--- src/rtl/cpu2wishbone_master_bridge.sv ---
// Wishbone classic-cycle master for the CPU pipeline.
// Turns one RAM-style CPU request into a single Wishbone transaction.
// The pipeline is held with a stall request until the slave acks, a flush kills
// the transaction, or the timeout counter aborts it.
module cpu2wishbone_master_bridge #(
    parameter int ADDR_WIDTH    = 32,
    parameter int DATA_WIDTH    = 32,
    parameter int SEL_WIDTH     = 4,
    parameter int TIMEOUT_WIDTH = 8
) (
    input  logic                  clk,
    input  logic                  rst,
    input  logic                  cpu_ce_i,
    input  logic                  cpu_we_i,
    input  logic [ADDR_WIDTH-1:0] cpu_addr_i,
    input  logic [DATA_WIDTH-1:0] cpu_data_i,
    input  logic [SEL_WIDTH-1:0]  cpu_sel_i,
    output logic [DATA_WIDTH-1:0] cpu_data_o,
    output logic                  cpu_err_o,
    input  logic                  stall_i,
    input  logic                  flush_i,
    output logic                  stallreq_o,
    output logic                  wishbone_cyc_o,
    output logic                  wishbone_stb_o,
    output logic                  wishbone_we_o,
    output logic [ADDR_WIDTH-1:0] wishbone_addr_o,
    output logic [DATA_WIDTH-1:0] wishbone_data_o,
    output logic [SEL_WIDTH-1:0]  wishbone_sel_o,
    input  logic [DATA_WIDTH-1:0] wishbone_data_i,
    input  logic                  wishbone_ack_i
);

    typedef enum logic [1:0] {
        S_IDLE  = 2'd0,
        S_BUSY  = 2'd1,
        S_WAIT  = 2'd2
    } state_t;

    localparam logic [TIMEOUT_WIDTH-1:0] CNT_MAX = '1;

    state_t                   r_state;
    state_t                   w_state_nxt;
    logic                     r_cyc;
    logic                     r_stb;
    logic                     r_we;
    logic [ADDR_WIDTH-1:0]    r_addr;
    logic [DATA_WIDTH-1:0]    r_data;
    logic [SEL_WIDTH-1:0]     r_sel;
    logic [DATA_WIDTH-1:0]    r_rd_buf;
    logic [TIMEOUT_WIDTH-1:0] r_cnt;

    logic                     w_cyc;
    logic                     w_stb;
    logic                     w_we;
    logic [ADDR_WIDTH-1:0]    w_addr;
    logic [DATA_WIDTH-1:0]    w_data;
    logic [SEL_WIDTH-1:0]     w_sel;
    logic [DATA_WIDTH-1:0]    w_rd_buf;
    logic [TIMEOUT_WIDTH-1:0] w_cnt;
    logic                     w_stallreq;
    logic                     w_err;
    logic [DATA_WIDTH-1:0]    w_cpu_data;

    // State, bus outputs, read buffer and timeout counter; everything clears on reset.
    always_ff @(posedge clk or posedge rst) begin
        if (rst) begin
            r_state  <= S_IDLE;
            r_cyc    <= 1'b0;
            r_stb    <= 1'b0;
            r_we     <= 1'b0;
            r_addr   <= '0;
            r_data   <= '0;
            r_sel    <= '0;
            r_rd_buf <= '0;
            r_cnt    <= '0;
        end else begin
            r_state  <= w_state_nxt;
            r_cyc    <= w_cyc;
            r_stb    <= w_stb;
            r_we     <= w_we;
            r_addr   <= w_addr;
            r_data   <= w_data;
            r_sel    <= w_sel;
            r_rd_buf <= w_rd_buf;
            r_cnt    <= w_cnt;
        end
    end

    // Next-state and combinational outputs; in BUSY, flush beats ack beats timeout.
    always_comb begin
        w_state_nxt = r_state;
        w_cyc       = r_cyc;
        w_stb       = r_stb;
        w_we        = r_we;
        w_addr      = r_addr;
        w_data      = r_data;
        w_sel       = r_sel;
        w_rd_buf    = r_rd_buf;
        w_cnt       = r_cnt;
        w_stallreq  = 1'b0;
        w_err       = 1'b0;
        w_cpu_data  = r_rd_buf;

        case (r_state)
            S_IDLE: begin
                if (cpu_ce_i && !flush_i) begin
                    w_cyc       = 1'b1;
                    w_stb       = 1'b1;
                    w_we        = cpu_we_i;
                    w_addr      = cpu_addr_i;
                    w_data      = cpu_data_i;
                    w_sel       = cpu_sel_i;
                    w_cnt       = '0;
                    w_stallreq  = 1'b1;
                    w_state_nxt = S_BUSY;
                end
            end

            S_BUSY: begin
                // Read data is forwarded in the ack cycle so the CPU sees it without
                // waiting for the buffer to update.
                if (wishbone_ack_i && !r_we) begin
                    w_cpu_data = wishbone_data_i;
                end
                if (flush_i || wishbone_ack_i || (r_cnt == CNT_MAX)) begin
                    w_cyc  = 1'b0;
                    w_stb  = 1'b0;
                    w_we   = 1'b0;
                    w_addr = '0;
                    w_data = '0;
                    w_sel  = '0;
                end
                if (flush_i) begin
                    w_state_nxt = S_IDLE;
                end else if (wishbone_ack_i) begin
                    if (!r_we) begin
                        w_rd_buf = wishbone_data_i;
                    end
                    w_state_nxt = stall_i ? S_WAIT : S_IDLE;
                end else if (r_cnt == CNT_MAX) begin
                    w_err       = 1'b1;
                    w_state_nxt = S_IDLE;
                end else begin
                    w_cnt      = r_cnt + 1'b1;
                    w_stallreq = 1'b1;
                end
            end

            S_WAIT: begin
                // A request still held by the frozen pipeline must not be reissued.
                if (!stall_i || flush_i) begin
                    w_state_nxt = S_IDLE;
                end
            end

            default: begin
                w_state_nxt = S_IDLE;
            end
        endcase
    end

    assign wishbone_cyc_o  = r_cyc;
    assign wishbone_stb_o  = r_stb;
    assign wishbone_we_o   = r_we;
    assign wishbone_addr_o = r_addr;
    assign wishbone_data_o = r_data;
    assign wishbone_sel_o  = r_sel;
    assign stallreq_o      = w_stallreq;
    assign cpu_err_o       = w_err;
    assign cpu_data_o      = w_cpu_data;

endmodule

--- config.mk ---
export PLATFORM = sky130hd
export DESIGN_NAME = cpu2wishbone_master_bridge
export DESIGN_NICKNAME = d
export VERILOG_FILES = /design/src/rtl/cpu2wishbone_master_bridge.sv
export SDC_FILE = /design/constraint.sdc
export NUM_CORES = 1
export LEC_CHECK = 0
export BUFFER_PORTS_ARGS = -buffer_cell sky130_fd_sc_hd__buf_2
export CAP_MARGIN = 10
export CORE_MARGIN = 4
export CORE_UTILIZATION = 40
export DETAILED_ROUTE_END_ITERATION = 10
export PLACE_DENSITY = 0.7
export SYNTH_ARGS = -nofsm -noshare
export SYNTH_HDL_FRONTEND = slang
export SYNTH_SLANG_ARGS = --single-unit
--- constraint.sdc ---
create_clock -name clk -period 4.5 [get_ports clk]
set_clock_uncertainty 0.1 [all_clocks]
set_input_delay 0.45 -clock clk [delete_from_list [all_inputs] [get_ports clk]]
set_output_delay 0.45 -clock clk [all_outputs]
set_load 0.03 [all_outputs]
Yosys cells after proc, flatten, opt, wreduce, memory -nomap -nowiden:

Index checks and enable logic that the tools add are counted.

* register bits: 112
* latch bits: 0
* memory bits (writable): 0
* memory bits (read-only): 0
* bits of input ports: 107
* output and inout bits: 105
* logic and storage cells: 71
* memories: 0

* add/sub/neg operators: 1
* multiply operators: 0
* div/mod/pow operators: 0
* magnitude comparators: 0
* equality and inequality tests: 10
* shift-type cells: 0
* muxes and demuxes: 36
* bitwise logic cells: 2
* reductions and logical operators: 14

Operators by type and width (number)
* 32-bit 2-to-1 mux: 5
* 32-bit case mux with 2 select lines: 2
* 8-bit 2-to-1 mux: 4
* 8-bit case mux with 2 select lines: 1
* 2-bit 2-to-1 mux: 6
* 2-bit inequality test, second input constant: 6
* 1-bit 2-to-1 mux: 11
* 8-bit by 1-bit adder with 8-bit output, second input constant: 1
* 8-bit equality test, second input constant: 1
* 4-bit 2-to-1 mux: 2
* 4-bit case mux with 2 select lines: 1
* 1-bit case mux with 2 select lines: 3
* 2-bit case mux with 3 select lines: 1
* 3-bit AND reduction: 2
* 5-bit AND reduction: 1
* 4-bit inequality test, second input constant: 1
* 4-bit AND reduction: 1
* 1-bit logical NOT: 3
* 1-bit logical OR: 3
* 2-bit by 1-bit equality test with 1-bit output, second input constant: 1
* 2-bit equality test, second input constant: 1
* 1-bit logical AND: 2
* 2-bit logical NOT: 1
* 1-bit inverter: 2
* 2-bit nonzero test: 1

Logic depth before layout (Yosys ltp):

* depth after elaboration: 5
* depth in mapped cells: 7
* depth with buffers taken out: 6

Worst setup path after synthesis:

No wires, ideal clock.

* kind: input-to-output
* from: input port wishbone_ack_i
* to: output port cpu_err_o
* arrival: 1.778 ns
* required time: 3.950 ns
* setup slack: 2.172 ns
* stages: 2
* buffers on the path: 0
* cells stage by stage: or4b_2 > nor3_1

* longest elaborated chain between the ends: 3

RTL lines
* start, declared: RTL line 30 `input logic wishbone_ack_i`
* 1-bit 2-to-1 mux: RTL line 135 `end else if (wishbone_ack_i) begin`
* 1-bit 2-to-1 mux: RTL line 133 `if (flush_i) begin`
* 1-bit 2-to-1 mux: RTL line 104 `case (r_state)`
* end, declared: RTL line 19 `output logic cpu_err_o,`

No other way between the ends.

Worst setup path after layout:

* from: register r_state[0]
* to: register r_rd_buf[14]

* longest elaborated chain between the ends: 2

RTL lines
* start, declared: RTL line 41 `state_t r_state;`
* start signal, assigned: RTL line 77 `r_state <= w_state_nxt;`
* 2-bit by 1-bit equality test with 1-bit output: RTL line 104
* 4-bit AND reduction (no source line)
* end signal, assigned: RTL line 84 `r_rd_buf <= w_rd_buf;`
* end, declared: RTL line 49 `logic [DATA_WIDTH-1:0] r_rd_buf;`

No other way between the ends.
A chain may end at the register's enable or synchronous reset.

==> results <==
- The run finished with clean final reports.
- The worst setup path is launched from a flip-flop.
- Detailed placement finished with a half-perimeter wire length of 8620 um.
- 0 antenna diodes ended up in the layout.
- Hold repair after CTS inserted 0 buffers.
- The post-synthesis to final-layout area growth is 30.3%.
- Of all nets on the critical path, the largest fanout is 33.
- The number of maximum-capacitance violations is 0.
- The max-slew violation count is 0.
- The final hold violation count came to 0.
- In the final layout, the multi-input gates occupy between 1500 and 2000 sq um.
- The first global-routing pass estimated roughly 18000 um of wire.
- The largest total area in the synthesized netlist belongs to dfrtp_1.
- The top achievable clock speed is around 330 MHz.
- The number of antenna violations at the first check in global routing is 0.
- The critical path endpoint category is a flip-flop.
- The worst setup path is of the reg2reg kind.
- The gate count of the mapped netlist is between 300 and 400.
- Dividing the detail-routed wire length by the instance count gives ~18 um.
- The critical path starts at r_state[0].
- In this run, CTS created clock tree buffers numbering 9.
- The total negative slack for setup checks is 0 ns.
- Of the total power, the share spent switching nets is 0.354.
- STA puts the critical path data arrival time at around 3.2 ns.
- In the finished design, the share of the clock period the worst path needs comes to 0.681.
- The actual slew at the worst max-slew pin is approximately 1.1 ns.
- between 200 and 250 I/O pins were placed.
- The number of DRC markers in iteration 0 is between 200 and 250.
- TritonCTS built the clock tree.
- After floorplanning, the core was sized to cover 11500 sq um.
- The later pin in the worst-skew pair is clocked with a latency of approximately 0.34 ns.
- Summing every instance area after synthesis gives 4760 sq um.
- The data required time at the worst endpoint is 4.64 ns.
- The highest-utilization routing layer at the global route stage is met2.
- The total routing usage reported by global routing is 0.169.
- The number of cells on the worst reg-to-reg path is 6.
- The die area is ~14000 sq um.
- After clock tree synthesis, the clock-pin slew on the worst setup and hold paths is around 0.080 ns.
- Entering global routing, the biggest net connects 71 pins.
- The share of total power in the clock network is 0.247.
- For this run, global-route usage on met3 was measured as 0.0566.
- Setup repair after global routing left no endpoint under its margin.
- The worst max-slew margin expressed relative to the limit is 0.240.
- Counting the fill cells in the layout gives a little under 1000.
- Of the cells placed in the final design, the portion with a size suffix greater than 1 is 0.570.
- Of the post-synthesis cell area, the dominant cell type holds 0.588.
- In the routed layout, each cell is associated on average with a via count of 5.22.
- The sequential group share of total power is 0.406.
- The remaining global-route overflow is 0.
- The final estimated routing congestion in global placement is 0.827.
- The number of global-route vias before repair is about 3600.
- Synthesis instantiated 36 different standard cells from the library.
- The clock period minus final worst setup slack is just over 3 ns.
- Counting every net in the synthesized netlist gives between 400 and 500.
- Post-CTS repair changed the size of 0 cells.
- Summed over all nets, the switching power comes to about 1200 uW.
- After routing the design area is around 6200 sq um.
- The quantity of I/O buffers inserted on ports is approximately 210.
- The share of the Yosys chip area taken by registers is 0.588.
- The classification of the worst-slack hold path is in2async.
- The library cells used most frequently in the layout, excluding fill and tap cells, are buf_2 (211), dfrtp_1 (112), a22o_1 (69).
- The largest buffer count on any clock path is 2.
- Measured on the finished design, the core utilization comes to 0.539.
- The number of optimization iterations in the first detailed-route pass is 4.
- After synthesis the netlist holds a flip-flop and latch count of 112.
- The design internal power is roughly 2100 uW.
- The cell area after placement is 5900 sq um.
- The initial core utilization is 0.414.
- The final net count is between 600 and 700.
- CTS saw ~110 sinks.
- In this run the mean area of a mapped cell was approximately 15 sq um.
- The number of cell rows is 39.
- In the post-synthesis netlist, the biggest area contributors are dfrtp_1 (59%), a22o_1 (13%), mux2_4 (9.5%), mux2_2 (8.0%), buf_12 (1.3%).
- The setup slack of the worst register-to-register path is 1.44 ns.
- In the synthesized netlist the dominant register cell turns out to be dfrtp_1.
- The Yosys step of the flow raised 0 warnings.
- For this design the static power due to leakage is ~0.0033 uW.
- The total power after layout is about 3300 uW.
- The proportion of power drawn by combinational gates is 0.347.
- The clock root buffer master is clkbuf_16.
- In this run the critical register-to-register path is launched from r_state[0].
- For met1 alone, demand over resource in global routing was 0.236.
- The endpoint identified for the worst register-to-register timing path is r_rd_buf[14].
- VDD sags by at most 0.000235 V.
- The final antenna-violating net count is 0.
- For this run, global-route usage on met2 was measured as 0.253.
- Summing all flip-flop and latch instances after layout gives ~2800 sq um.
- Detailed routing inserted a total of 3549 vias.
- The number of setup buffers added after CTS is 0.
- For this run, asynchronously set or reset flops after synthesis account for 1.00.
- The synthesized design contains 0 enable-type register cells.
- Setup violations remaining at the end of the flow were counted as 0.
- The detailed-route wire length is 11900 um.
- The width of the die is ~120 um.
- The height of the die is between 100 and 150 um.
- The total number of H-tree levels is 3.
- Power spread over the standard cell area amounts to 531 nW/um^2.
- Leaving out fill and tap cells, the most frequent cell in the layout is buf_2.
- The final routed DRC violation total is 0.
## per-stage QoR
step,setup slack [ns],hold WS (ns),instances
3_5_place_dp,1.43,0.378,665
6_report,1.44,0.0229,680
5_1_grt,1.28,0.0398,680
4_1_cts,1.42,0.0331,680
3_3_place_gp,1.58,0.376,665
2_1_floorplan,0.991,0.372,328
## state kept, by name, summed over array words and instances, names as in the netlist
name             count
r_cnt                8
wishbone_stb_o       1
wishbone_we_o        1
wishbone_sel_o       4
r_state              2
wishbone_addr_o     32
r_rd_buf            32
wishbone_data_o     32
## cell type report
| class | instances | area share |
|---|---|---|
| Clock inverter | 5 | 0.0103 |
| Sequential cell | 112 | 0.452 |
| Clock buffer | 10 | 0.0385 |
| Inverter | 4 | 0.00282 |
| Timing Repair Buffer | 219 | 0.180 |
| Tap cell | 143 | 0.0288 |
| Multi-Input combinational cell | 187 | 0.288 |
## worst max-delay path, stage by stage (launching register included)
cell and delay [ns]:
dfrtp_1 0.42, nor2b_2 0.47, and3b_1 0.24, buf_4 0.37, nor2b_4 0.67, buf_4 0.35
mux2_4 0.32
## synthesized netlist by cell type, types with 2 or more instances
master	count
a21oi_1	9
a22o_1	69
a31oi_1	3
and3_1	2
buf_1	2
buf_12	3
buf_2	6
buf_4	2
buf_6	2
clkbuf_1	10
dfrtp_1	112
inv_1	4
mux2_2	34
mux2_4	30
nand2_1	4
nand3_1	4
nand4_1	2
nor2_1	4
nor4b_1	2
o21ai_0	7
or4b_2	2
## worst max path at each step
stage / cells past startpoint / slack [ns] / end
2_1_floorplan: 1 / 0.99 / r_cnt[0]
3_3_place_gp: 6 / 1.58 / r_rd_buf[17]
3_5_place_dp: 6 / 1.43 / r_rd_buf[14]
4_1_cts: 6 / 1.42 / r_rd_buf[14]
6_report: 6 / 1.44 / r_rd_buf[14]
5_1_grt: 6 / 1.28 / r_rd_buf[19]
## routing by layer
layer	routed length (um)	part of all wire
met1	5320	0.45
met2	5340	0.45
met3	1090	0.091
met4	177	0.015
met5	0	0
## power by group through the flow
stage	registers [uW]	logic [uW]	clock network, uW
final	1340	1140	812
after global routing	1360	1220	878
after CTS	1340	1160	827
after detailed placement	1350	1160	0
after global placement	1350	1140	0
after floorplan	1520	652	0
## cell families after synthesis
kind of cell / count (synthesis) / share of synthesized area
flops: 112 / 0.588
compound gates: 94 / 0.157
mux: 64 / 0.175
buf+inv: 29 / 0.0394
simple gates: 28 / 0.0373
fa+ha+maj: 1 / 0.00263
No activity file was read; power rests on OpenSTA's default activity.
